### config.mk
export PLATFORM = sky130hd
export DESIGN_NAME = pwm_duty_ramp
export DESIGN_NICKNAME = d
export VERILOG_FILES = /design/src/rtl/pwm_duty_ramp.sv
export SDC_FILE = /design/constraint.sdc
export NUM_CORES = 1
export LEC_CHECK = 0
export ABC_AREA = 1
export CAP_MARGIN = 30
export CORE_MARGIN = 4
export CORE_UTILIZATION = 40
export CTS_CLUSTER_DIAMETER = 30
export DETAILED_ROUTE_END_ITERATION = 8
export PLACE_DENSITY = 0.57
export SYNTH_ARGS = -nofsm -noshare
export SYNTH_HDL_FRONTEND = slang
export SYNTH_SLANG_ARGS = --single-unit
### constraint.sdc
create_clock -name clk -period 3.7 [get_ports clk]
set_input_delay 0.37 -clock clk [delete_from_list [all_inputs] [get_ports clk]]
set_output_delay 0.37 -clock clk [all_outputs]
set_load 0.01 [all_outputs]
### src/rtl/pwm_duty_ramp.sv
// rtl/pwm_duty_ramp.sv - per-channel duty slew limiter feeding the PWM generator DC_bus
//
// Holds a target duty per channel (written over WrValid/WrReady) and, once per
// ramp tick, moves every channel's current duty toward its target by at most Step.
//
// Ports:
//   clk      system clock, rising edge
//   reset    asynchronous active-low reset
//   WrValid  write request
//   WrReady  write accepted when WrValid && WrReady
//   WrChan   channel index of the write (indices >= NPWM are accepted and ignored)
//   WrDuty   target duty for WrChan
//   DC_bus   current duty, channel i at [i*Resolution +: Resolution]
//   Settled  bit i set when current[i] == target[i]
//   Busy     high while the ramp scan is running

module pwm_duty_ramp #(
  parameter int SysClk     = 125000000,
  parameter int NPWM       = 5,
  parameter int Resolution = 8,
  parameter int RampHz     = 1000,
  parameter int Step       = 1,
  localparam int CHW       = (NPWM > 1) ? $clog2(NPWM) : 1
) (
  input  logic                       clk,
  input  logic                       reset,
  input  logic                       WrValid,
  output logic                       WrReady,
  input  logic [CHW-1:0]             WrChan,
  input  logic [Resolution-1:0]      WrDuty,
  output logic [NPWM*Resolution-1:0] DC_bus,
  output logic [NPWM-1:0]            Settled,
  output logic                       Busy
);

  localparam int TDIV = SysClk / RampHz;
  localparam int CNTW = (TDIV > 1) ? $clog2(TDIV) : 1;
  localparam logic [Resolution:0] STEP_W = (Resolution + 1)'(Step);

  typedef enum logic {IDLE, SCAN} state_t;

  state_t                  state_q, state_d;
  logic [CNTW-1:0]         tick_cnt;
  logic                    tick;
  logic                    ready_en;
  logic [CHW-1:0]          idx_q, idx_d;
  logic                    wr_fire;
  logic [Resolution-1:0]   target  [NPWM];
  logic [Resolution-1:0]   current [NPWM];

  // One slew step, done one bit wider so the difference and the +/- Step
  // never wrap; the result lands exactly on target when within reach.
  function automatic logic [Resolution-1:0] slew(input logic [Resolution-1:0] cur,
                                                 input logic [Resolution-1:0] tgt);
    logic [Resolution:0] c, t, d;
    c = {1'b0, cur};
    t = {1'b0, tgt};
    d = (t >= c) ? (t - c) : (c - t);
    if (STEP_W == '0 || d <= STEP_W) begin
      return tgt;
    end else if (t > c) begin
      return Resolution'(c + STEP_W);
    end else begin
      return Resolution'(c - STEP_W);
    end
  endfunction

  // Free-running tick divider; never stalled by writes or the scan.
  assign tick = (tick_cnt == CNTW'(TDIV - 1));

  always_ff @(posedge clk or negedge reset) begin
    if (!reset) begin
      tick_cnt <= '0;
    end else if (tick) begin
      tick_cnt <= '0;
    end else begin
      tick_cnt <= tick_cnt + 1'b1;
    end
  end

  // ready_en keeps WrReady low until the first clock after reset release.
  always_ff @(posedge clk or negedge reset) begin
    if (!reset) begin
      state_q  <= IDLE;
      idx_q    <= '0;
      ready_en <= 1'b0;
    end else begin
      state_q  <= state_d;
      idx_q    <= idx_d;
      ready_en <= 1'b1;
    end
  end

  always_comb begin
    state_d = state_q;
    idx_d   = idx_q;
    WrReady = 1'b0;
    Busy    = 1'b0;
    case (state_q)
      IDLE: begin
        // A tick pre-empts any write in the same cycle; the requester holds WrValid.
        WrReady = ready_en && !tick;
        if (tick) begin
          state_d = SCAN;
          idx_d   = '0;
        end
      end
      SCAN: begin
        Busy = 1'b1;
        if (idx_q == CHW'(NPWM - 1)) begin
          state_d = IDLE;
        end else begin
          idx_d = idx_q + 1'b1;
        end
      end
      default: begin
        state_d = IDLE;
      end
    endcase
  end

  assign wr_fire = WrValid && WrReady;

  always_ff @(posedge clk or negedge reset) begin
    if (!reset) begin
      for (int i = 0; i < NPWM; i++) begin
        target[i]  <= '0;
        current[i] <= '0;
      end
    end else begin
      for (int i = 0; i < NPWM; i++) begin
        if (wr_fire && WrChan == CHW'(i)) begin
          target[i] <= WrDuty;
        end
        if (state_q == SCAN && idx_q == CHW'(i)) begin
          current[i] <= slew(current[i], target[i]);
        end
      end
    end
  end

  always_comb begin
    DC_bus  = '0;
    Settled = '0;
    for (int i = 0; i < NPWM; i++) begin
      DC_bus[i*Resolution +: Resolution] = current[i];
      Settled[i] = (current[i] == target[i]);
    end
  end

endmodule
==> flow_summary.yaml, run 1 <==
status:
  outcome: "complete, no violations"
power:
  p_total_uw: 5180
  power_density_mw_per_mm2: 436
  p_leak_uw: 0.00627
  ir_drop_mv: 0.184
global_routing:
  antenna_found_initial: 2
  grt-ovfl-total: 0
  grt_max_degree: 57
  grt.total_usage: 0.205
  grt_pass1_wl_um: 49000
  grt_pass1_vias: 9806
setup_path:
  startpoint_type: "flop"
  crit_path_end_kind: "flop"
  crit_start: "DC_bus[15]"
  criticalPathCategory: "flop to flop"
  timing.critical_path.required_ps: 3950
  arrival_ps: 3590
  r2r_start: "DC_bus[15]"
  crit_fanout: 8
layout:
  layout.nets: 1800
  syn_to_final_growth_pct: 12.1
  fin_cells: 1997
  layout_commonest_cell: "nand2_1"
  final_core_util: 0.456
  drive_above_1_share: 0.0602
  mostFrequentLayoutCells: "nand2_1 (498), inv_1 (223), nand3_1 (181)"
die:
  die_area_mm2: 0.0292
  start_util: 0.407
  die_h_um: 171
  die_w_um: 171
  num_rows: 59
  fp.coreArea_mm2: 0.0261
  io_pins: 61
synthesis:
  ys_ff_latch: 102
  synth_area_leaders: "dfrtp_1 (24%), nand2_1 (18%), ha_1 (14%)"
  async_reset_ff_frac: 1.00
  synth.avg_cell_area_um2: 6.66
  synth_top_area_frac: 0.241
  synthesis.area_mm2: 0.0106
  seq_area_frac_synth: 0.241
  synth.largest_area_cell: "dfrtp_1"
  synth_nets: 1737
  ys_warn_count: 0
  synth_edf_count: 0
  ys_types: 45
  netlist_instances: 1592
  synth_flop_cell: "dfrtp_1"
clock_tree:
  insertion_delay_ps: 360
  cts.root.buffer_cell: "clkbuf_16"
  cts_setup_buffers: 0
  clk_pin_slew_ps: 80
  cts_buffer_depth: 2
  cts_tree: "done"
  htreeDepth: 3
  cts_hold_buffers: 0
  numCtsBuffers: 9
  cts_resized: 0
  cts.sinks: 102
hold_path:
  min_path_type: "primary input to asynchronous set/reset pin"
timing:
  fin_worst_skew_ps: 11.6
  rsz0062_at_grt: "no"
  finalSetupViolCount: 0
  worst_pin_slew_ps: 761
  finalCritPeriodShare: 0.905
  hold_viol: 0
  finalSetupTns_ps: 0
  slew_violations: 0
  min_period_ps: 3350
  max_freq_ghz: 0.299
  relSlewSlack: 0.493
detailed_routing:
  wl_per_cell_um: 14.7
  vias_per_cell: 5.09
  route.vias.total: 10200
  drt_pre_antenna_iters: 5
  wirelength_um: 29400
  drtIter0Drc: 688
  drcViolationCount: 0
  ant_nets: 0
job:
  cap_violations: 0
place:
  place.gp.congestion: 0.949
  place_hpwl_um: 23700
  placed_cells: 1979
  io_buffers: 60
==> report_power, final <==
group | leakage, uW | switching [uW] | internal (uW)
combinational | 0.00478 | 1950 | 981
sequential | 0.00135 | 109 | 1210
clock | 0.000142 | 468 | 467
==> kinds of logic after synthesis <==
group,after synthesis,synth area share
buf+inv,257,0.0938
fa+ha+maj,131,0.165
compound gates,152,0.0778
simple gates,901,0.382
xor+xnor,48,0.0397
other cells,1,0.000354
flops,102,0.241
==> flip-flops by register name (all words and copies together) (netlist names) <==
name and flops:
tick_cnt 17, state_q 1, DC_bus 40, target 40
ready_en 1, idx_q 3
==> synth_stat cells, types with 5 or more instances <==
cell type and instances:
nor3_2 5, fa_1 15, xor2_1 30, o21ai_1 7, ha_1 116, nand2_1 498
inv_1 223, o21ai_0 44, nand2_2 21, clkbuf_1 5, nand3_1 181, o211ai_1 9
nand4_1 43, inv_2 16, nor2_4 7, o21bai_1 5, nor2_2 8, nor3_1 11
nor2_1 105, buf_2 7, xnor2_1 18, a21oi_1 76, dfrtp_1 102
==> routing by layer <==
layer  up-vias  track usage  wire length [um]
li1       5258            -                 -
met1      4679        0.286             14300
met2       182        0.339             13300
met3        36       0.0229              1140
met4         0       0.0563               606
met5         -            0                 0
==> cell type report <==
class                      instances  area, um2
clock buffer                       9        225
multi-input combinational       1233       7050
fill                            2707      14200
tap                              335        419
antenna                            2       5.00
clock inverter                     7       56.3
inverter                         240        901
sequential                       102       2550
timing repair buffer              69        666
==> worst max-delay path, cell delays in order (launching register included) <==
cell     delay, ps
dfrtp_1        450
inv_1          130
ha_1           400
nand2_1        110
nor2_1         180
nand4_1        300
nand2_1        400
ha_1           360
a21oi_1        160
nand2_1        100
a21oi_1        140
nor2_1          50
nor2_1         110
xor2_1         150
nand2_1         60
nand3_1         70
nand2_1         60
==> per-stage QoR <==
stage | hold WS, ps | cell area (um2) | worst slack, ps
2_1_floorplan | 74.4 | 10600 | 847
3_3_place_gp | 457 | 11600 | 466
3_5_place_dp | 461 | 11600 | 446
4_1_cts | 100 | 11900 | 415
5_1_grt | 153 | 11900 | 13.6
6_report | 82.8 | 11900 | 353
==> worst paths after layout <==
| kind | end | slack (ps) | cells past startpoint |
|---|---|---|---|
| setup reg to reg | DC_bus[14] | 350 | 16 |
| min in group clk | tick_cnt[0] | 470 | 1 |
| setup / recovery | DC_bus[14] | 350 | 16 |
| hold / removal | target[4] | 80 | 1 |
| hold reg to reg | tick_cnt[0] | 470 | 1 |
| max in group asynchronous | tick_cnt[1] | 2750 | 2 |
No activity file was read; power rests on OpenSTA's default activity.
==> run 2: changes to the inputs <==
- MAX_ROUTING_LAYER: not set -> met4
==> run 2 against run 1 <==
  * Register-to-register slack gained 20 ps
  * Combinational power is essentially flat
  * Utilization grew 0.32 points
  * Critical path depth grew 1
  * First-iteration DRC count grew 15%
  * Clock power grew 9%
  * Sequential power is essentially flat
  * Worst setup slack gained 22 ps
  * Sequential share of layout area shrank 0.15 points
  * Worst hold slack gained 350 ps
  * Power grew 1.7%
  * Critical endpoint is now DC_bus[37]
  * Largest power group unchanged
==> flow_summary.yaml, run 2 (synthesis results as in run 1) <==
detailed_routing:
  wirelength_um: 29500
  drt_pre_antenna_iters: 7
  vias_per_cell: 5.04
  drcViolationCount: 0
  drtIter0Drc: 791
  wl_per_cell_um: 14.7
  route.vias.total: 10100
  ant_nets: 0
die:
  fp.coreArea_mm2: 0.0261
  die_h_um: 171
  start_util: 0.407
  num_rows: 59
  io_pins: 61
  die_area_mm2: 0.0292
  die_w_um: 171
power:
  p_leak_uw: 0.00630
  ir_drop_mv: 0.264
  power_density_mw_per_mm2: 441
setup_path:
  r2r_setup_slack_ps: 370
  startpoint_type: "flop"
  crit_top_cell: "nand2_1"
  slowest_delay_ps: 560
  crit_family: "simple AND/OR/NAND/NOR gates"
  r2r_start: "DC_bus[33]"
  critical_path.slowest_cell: "dfrtp_1"
  criticalPathCategory: "flop to flop"
  cp_cell_sequence: "inv_1 -> ha_1 -> nand2_1 -> nor2_2 -> nand3_1 -> nand3_2 -> nand2_1 -> ha_1 -> a21oi_1 -> nand2_1 -> a21oi_1 -> nor2_1 -> nor2_1 -> xor2_1 -> nand2_1 -> nand3_1 -> nand2_1"
  arrival_ps: 3580
  r2r-end: "DC_bus[37]"
  crit_path_end_kind: "flop"
  timing.critical_path.required_ps: 3950
  crit_buf_inv: 1
  rr_worst_depth: 17
  crit_fanout: 8
timing:
  min_period_ps: 3330
  hold_viol: 0
  finalSetupViolCount: 0
  fin_worst_skew_ps: 7.36
  finalSetupTns_ps: 0
  relSlewSlack: 0.509
  slew_violations: 0
  worst_pin_slew_ps: 732
  max_freq_ghz: 0.301
  rsz0062_at_grt: "no"
  finalCritPeriodShare: 0.899
layout:
  mostFrequentLayoutCells: "nand2_1 (498), inv_1 (223), nand3_1 (181)"
  multiInputGateArea_mm2: 0.00705
  fin_cells: 2002
  final_core_util: 0.459
  syn_to_final_growth_pct: 12.8
  nFillCells: 2722
  layout_commonest_cell: "nand2_1"
  seq_area_mm2: 0.00255
  layout.nets: 1801
  drive_above_1_share: 0.0596
global_routing:
  grt_max_degree: 64
  grt_pass1_wl_um: 49100
  grt.total_usage: 0.212
  grt-ovfl-total: 0
  grt_pass1_vias: 9787
  antenna_found_initial: 6
clock_tree:
  insertion_delay_ps: 350
  cts.sinks: 102
  cts_resized: 0
  cts_setup_buffers: 0
  cts_hold_buffers: 0
  cts.root.buffer_cell: "clkbuf_16"
  cts_tree: "done"
  numCtsBuffers: 9
  htreeDepth: 3
  cts_buffer_depth: 2
  clk_pin_slew_ps: 70
status:
  outcome: "complete, no violations"
place:
  place.gp.congestion: 0.969
  placed_cells: 1978
  io_buffers: 60
  place_hpwl_um: 23500
job:
  cap_violations: 0
hold_path:
  min_path_type: "primary input to asynchronous set/reset pin"
## run 2: changes by cell type in the layout (fill, tap and decap cells not counted), sizes merged
cell / before / now
bufinv: 0 / 1
clkbuf: 9 / 12
clkinv: 5 / 3
clkinvlp: 0 / 1
diode: 2 / 6
dlygate4sd3: 0 / 1
inv: 242 / 239
## run 2: worst max-delay path by stage
stage	startpoint	end	slack [ps]	cells after the start
3_5_place_dp	DC_bus[33]	DC_bus[37]	390	17
5_1_grt	DC_bus[33]	DC_bus[37]	80	17
3_3_place_gp	DC_bus[33]	DC_bus[38]	420	17
2_1_floorplan	DC_bus[33]	DC_bus[37]	850	17
4_1_cts	DC_bus[33]	DC_bus[37]	370	17
6_report	DC_bus[33]	DC_bus[37]	370	17
## run 2: worst register-to-register path: cells and delay by family, from the launching register on
family                     cells  cell delay [ps]
DFF                            1              560
AOI/OAI and AO/OA              2              330
xor gates and xnor gates       1              150
and+or+nand+nor               11             1250
buffers and inverters          1              140
adders and majority gates      2              790
## run 2: per-layer routing
metal | share of wire | track usage | wire [um]
met1 | 0.49 | 0.286 | 14500
met2 | 0.46 | 0.336 | 13500
met3 | 0.037 | 0.0303 | 1090
met4 | 0.014 | 0.0538 | 403
met5 | 0 | - | 0
## run 2: per-stage QoR
stage	total power [uW]	area (um2)	setup slack [ps]	hold WS, ps
after floorplan	3590	10600	847	74.4
after CTS	5290	11900	374	187
after global placement	4250	11600	422	454
after global routing	5760	12000	81.7	474
after detailed placement	4250	11600	391	462
final	5270	12000	375	436
## run 2: layout make-up
type / instances / share of cell area
clock buffer: 12 / 0.0215
antenna: 6 / 0.00126
multi-input combinational: 1233 / 0.590
sequential: 102 / 0.213
timing repair buffer: 70 / 0.0592
inverter: 240 / 0.0753
tap: 335 / 0.0351
clock inverter: 4 / 0.00460
## run 2: where the power goes
group	internal (uW)	switching [uW]
clock	565	454
sequential	1210	109
combinational	986	1950
==> run 3: changes to the inputs <==
- DONT_BUFFER_PORTS: not set -> 1
- PLACE_DENSITY: 0.57 -> 0.54
==> run 3 against run 2 <==
  * Global-route usage is 0.49 points lower
  * Highest routed layer unchanged
  * Critical endpoint is now DC_bus[13]
  * Routed wire length is 0.36% lower
  * Register-to-register slack worse by 50 ps
==> flow_summary.yaml, run 3 (synthesis results as in run 1) <==
global_routing:
  antenna_found_initial: 0
  grt-ovfl-total: 0
  grt_max_degree: 103
  grtUsageMet2: 0.339
  grt.total_usage: 0.207
  grt_pass1_wl_um: 47800
  met3_usage: 0.0296
  grt_pass1_vias: 9534
  use_met1: 0.269
  grt-busiest-layer: "met2"
clock_tree:
  cts_resized: 0
  cts_buffer_depth: 2
  numCtsBuffers: 9
  cts_tree: "done"
  clk_pin_slew_ps: 90
  cts.sinks: 102
  cts.root.buffer_cell: "clkbuf_16"
  insertion_delay_ps: 360
  htreeDepth: 3
timing:
  finalCritPeriodShare: 0.912
  finalSetupViolCount: 0
  finalSetupTns_ps: 0
  slew_violations: 0
  fin_worst_skew_ps: 17.1
  min_period_ps: 3380
  rsz0062_at_grt: "no"
  setup_ws_ps: 325
  holdWs_ps: 130
  relSlewSlack: 0.320
  max_freq_ghz: 0.296
  worst_pin_slew_ps: 1010
  hold_viol: 0
layout:
  syn_to_final_growth_pct: 7.70
  num_antenna_cells: 0
  mostFrequentLayoutCells: "nand2_1 (498), inv_1 (223), nand3_1 (181)"
  drive_above_1_share: 0.0694
  fin_cells: 1949
  layout.nets: 1754
  layout_commonest_cell: "nand2_1"
setup_path:
  crit_path_end_kind: "flop"
  crit_start: "DC_bus[12]"
  crit_fanout: 8
  timing.critical_path.required_ps: 3960
  arrival_ps: 3630
  r2r_setup_slack_ps: 320
  startpoint_type: "flop"
  criticalPathCategory: "flop to flop"
  r2r_start: "DC_bus[12]"
status:
  outcome: "complete, no violations"
hold_path:
  min_path_type: "primary input to flop"
  hold_start: "WrDuty[7]"
job:
  cap_violations: 0
place:
  io_buffers: 0
  place_ws_ps: 357
  place.gp.congestion: 0.925
  place_hpwl_um: 23100
  placed_cells: 1931
detailed_routing:
  drtIter0Drc: 538
  wirelength_um: 29300
  drt_pre_antenna_iters: 5
  route.vias.total: 9967
  wl_per_cell_um: 15.1
  ant_nets: 0
  drcViolationCount: 0
  vias_per_cell: 5.11
power:
  power_density_mw_per_mm2: 453
  ir_drop_mv: 0.238
  p_leak_uw: 0.00614
die:
  die_h_um: 171
  die_area_mm2: 0.0292
  start_util: 0.407
  fp.coreArea_mm2: 0.0261
  io_pins: 61
  num_rows: 59
  die_w_um: 171
[run 3: cell types whose count changed in the layout (fill, tap and decap cells not counted), sizes merged]
cell and change:
clkbuf -3, inv +2, clkdlybuf4s50 -59, bufinv -1, clkinvlp +1, diode -6, buf +12, clkinv +1
[run 3: area by class of cell]
class / instances / area, um2
multi-input combinational: 1233 / 7050
clock buffer: 9 / 225
inverter: 240 / 901
fill: 2750 / 14600
sequential: 102 / 2550
tap: 335 / 419
clock inverter: 7 / 68.8
timing repair buffer: 23 / 195
[run 3: path summary, 6_finish.rpt]
kind                                    end  cells past startpoint
worst max-delay path             DC_bus[13]                     16
worst min register to register  tick_cnt[0]                      1
worst max register to register   DC_bus[13]                     16
min in group asynchronous         DC_bus[6]                      2
worst min-delay path              target[7]                      2
max in group asynchronous        DC_bus[21]                      2
[run 3: layer usage]
metal  up-vias  wire [um]  part of all wire
met2       176      13700              0.47
met3        41       1030             0.035
li1       5151          -                 -
met4         0        745             0.025
met1      4599      13900              0.47
met5         -          0                 0
[run 3: where the power goes]
part / internal (uW) / total (uW) / switching, uW
Combinational: 958 / 2900 / 1940
Sequential: 1210 / 1310 / 102
Clock: 473 / 957 / 484
[run 3: worst max-delay path, cell delays in order (launching register included)]
cell     delay, ps
dfrtp_1        550
inv_1           80
ha_1           410
nand2_1        110
nor2_1         190
nand4_1        290
nand2_1        380
ha_1           350
a21oi_1        140
nand2_1        120
a21oi_1        140
nor2_1          50
nor2_1         120
xor2_1         160
nand2_1         60
nand3_1         60
nand2_1         50
[run 3: timing repair]
item	4_1_cts	5_1_grt
buffers inserted	0	0
hold endpoints to repair	102	0
hold buffers	2	0
[run 3: per-stage QoR]
step / total power, uW / area (um2) / utilization
after floorplan: 3590 / 10600 / -
after global placement: 4170 / 11100 / 0.425
after detailed placement: 4180 / 11100 / 0.425
after CTS: 5200 / 11400 / 0.438
after global routing: 5650 / 11400 / 0.438
final: 5170 / 11400 / 0.438
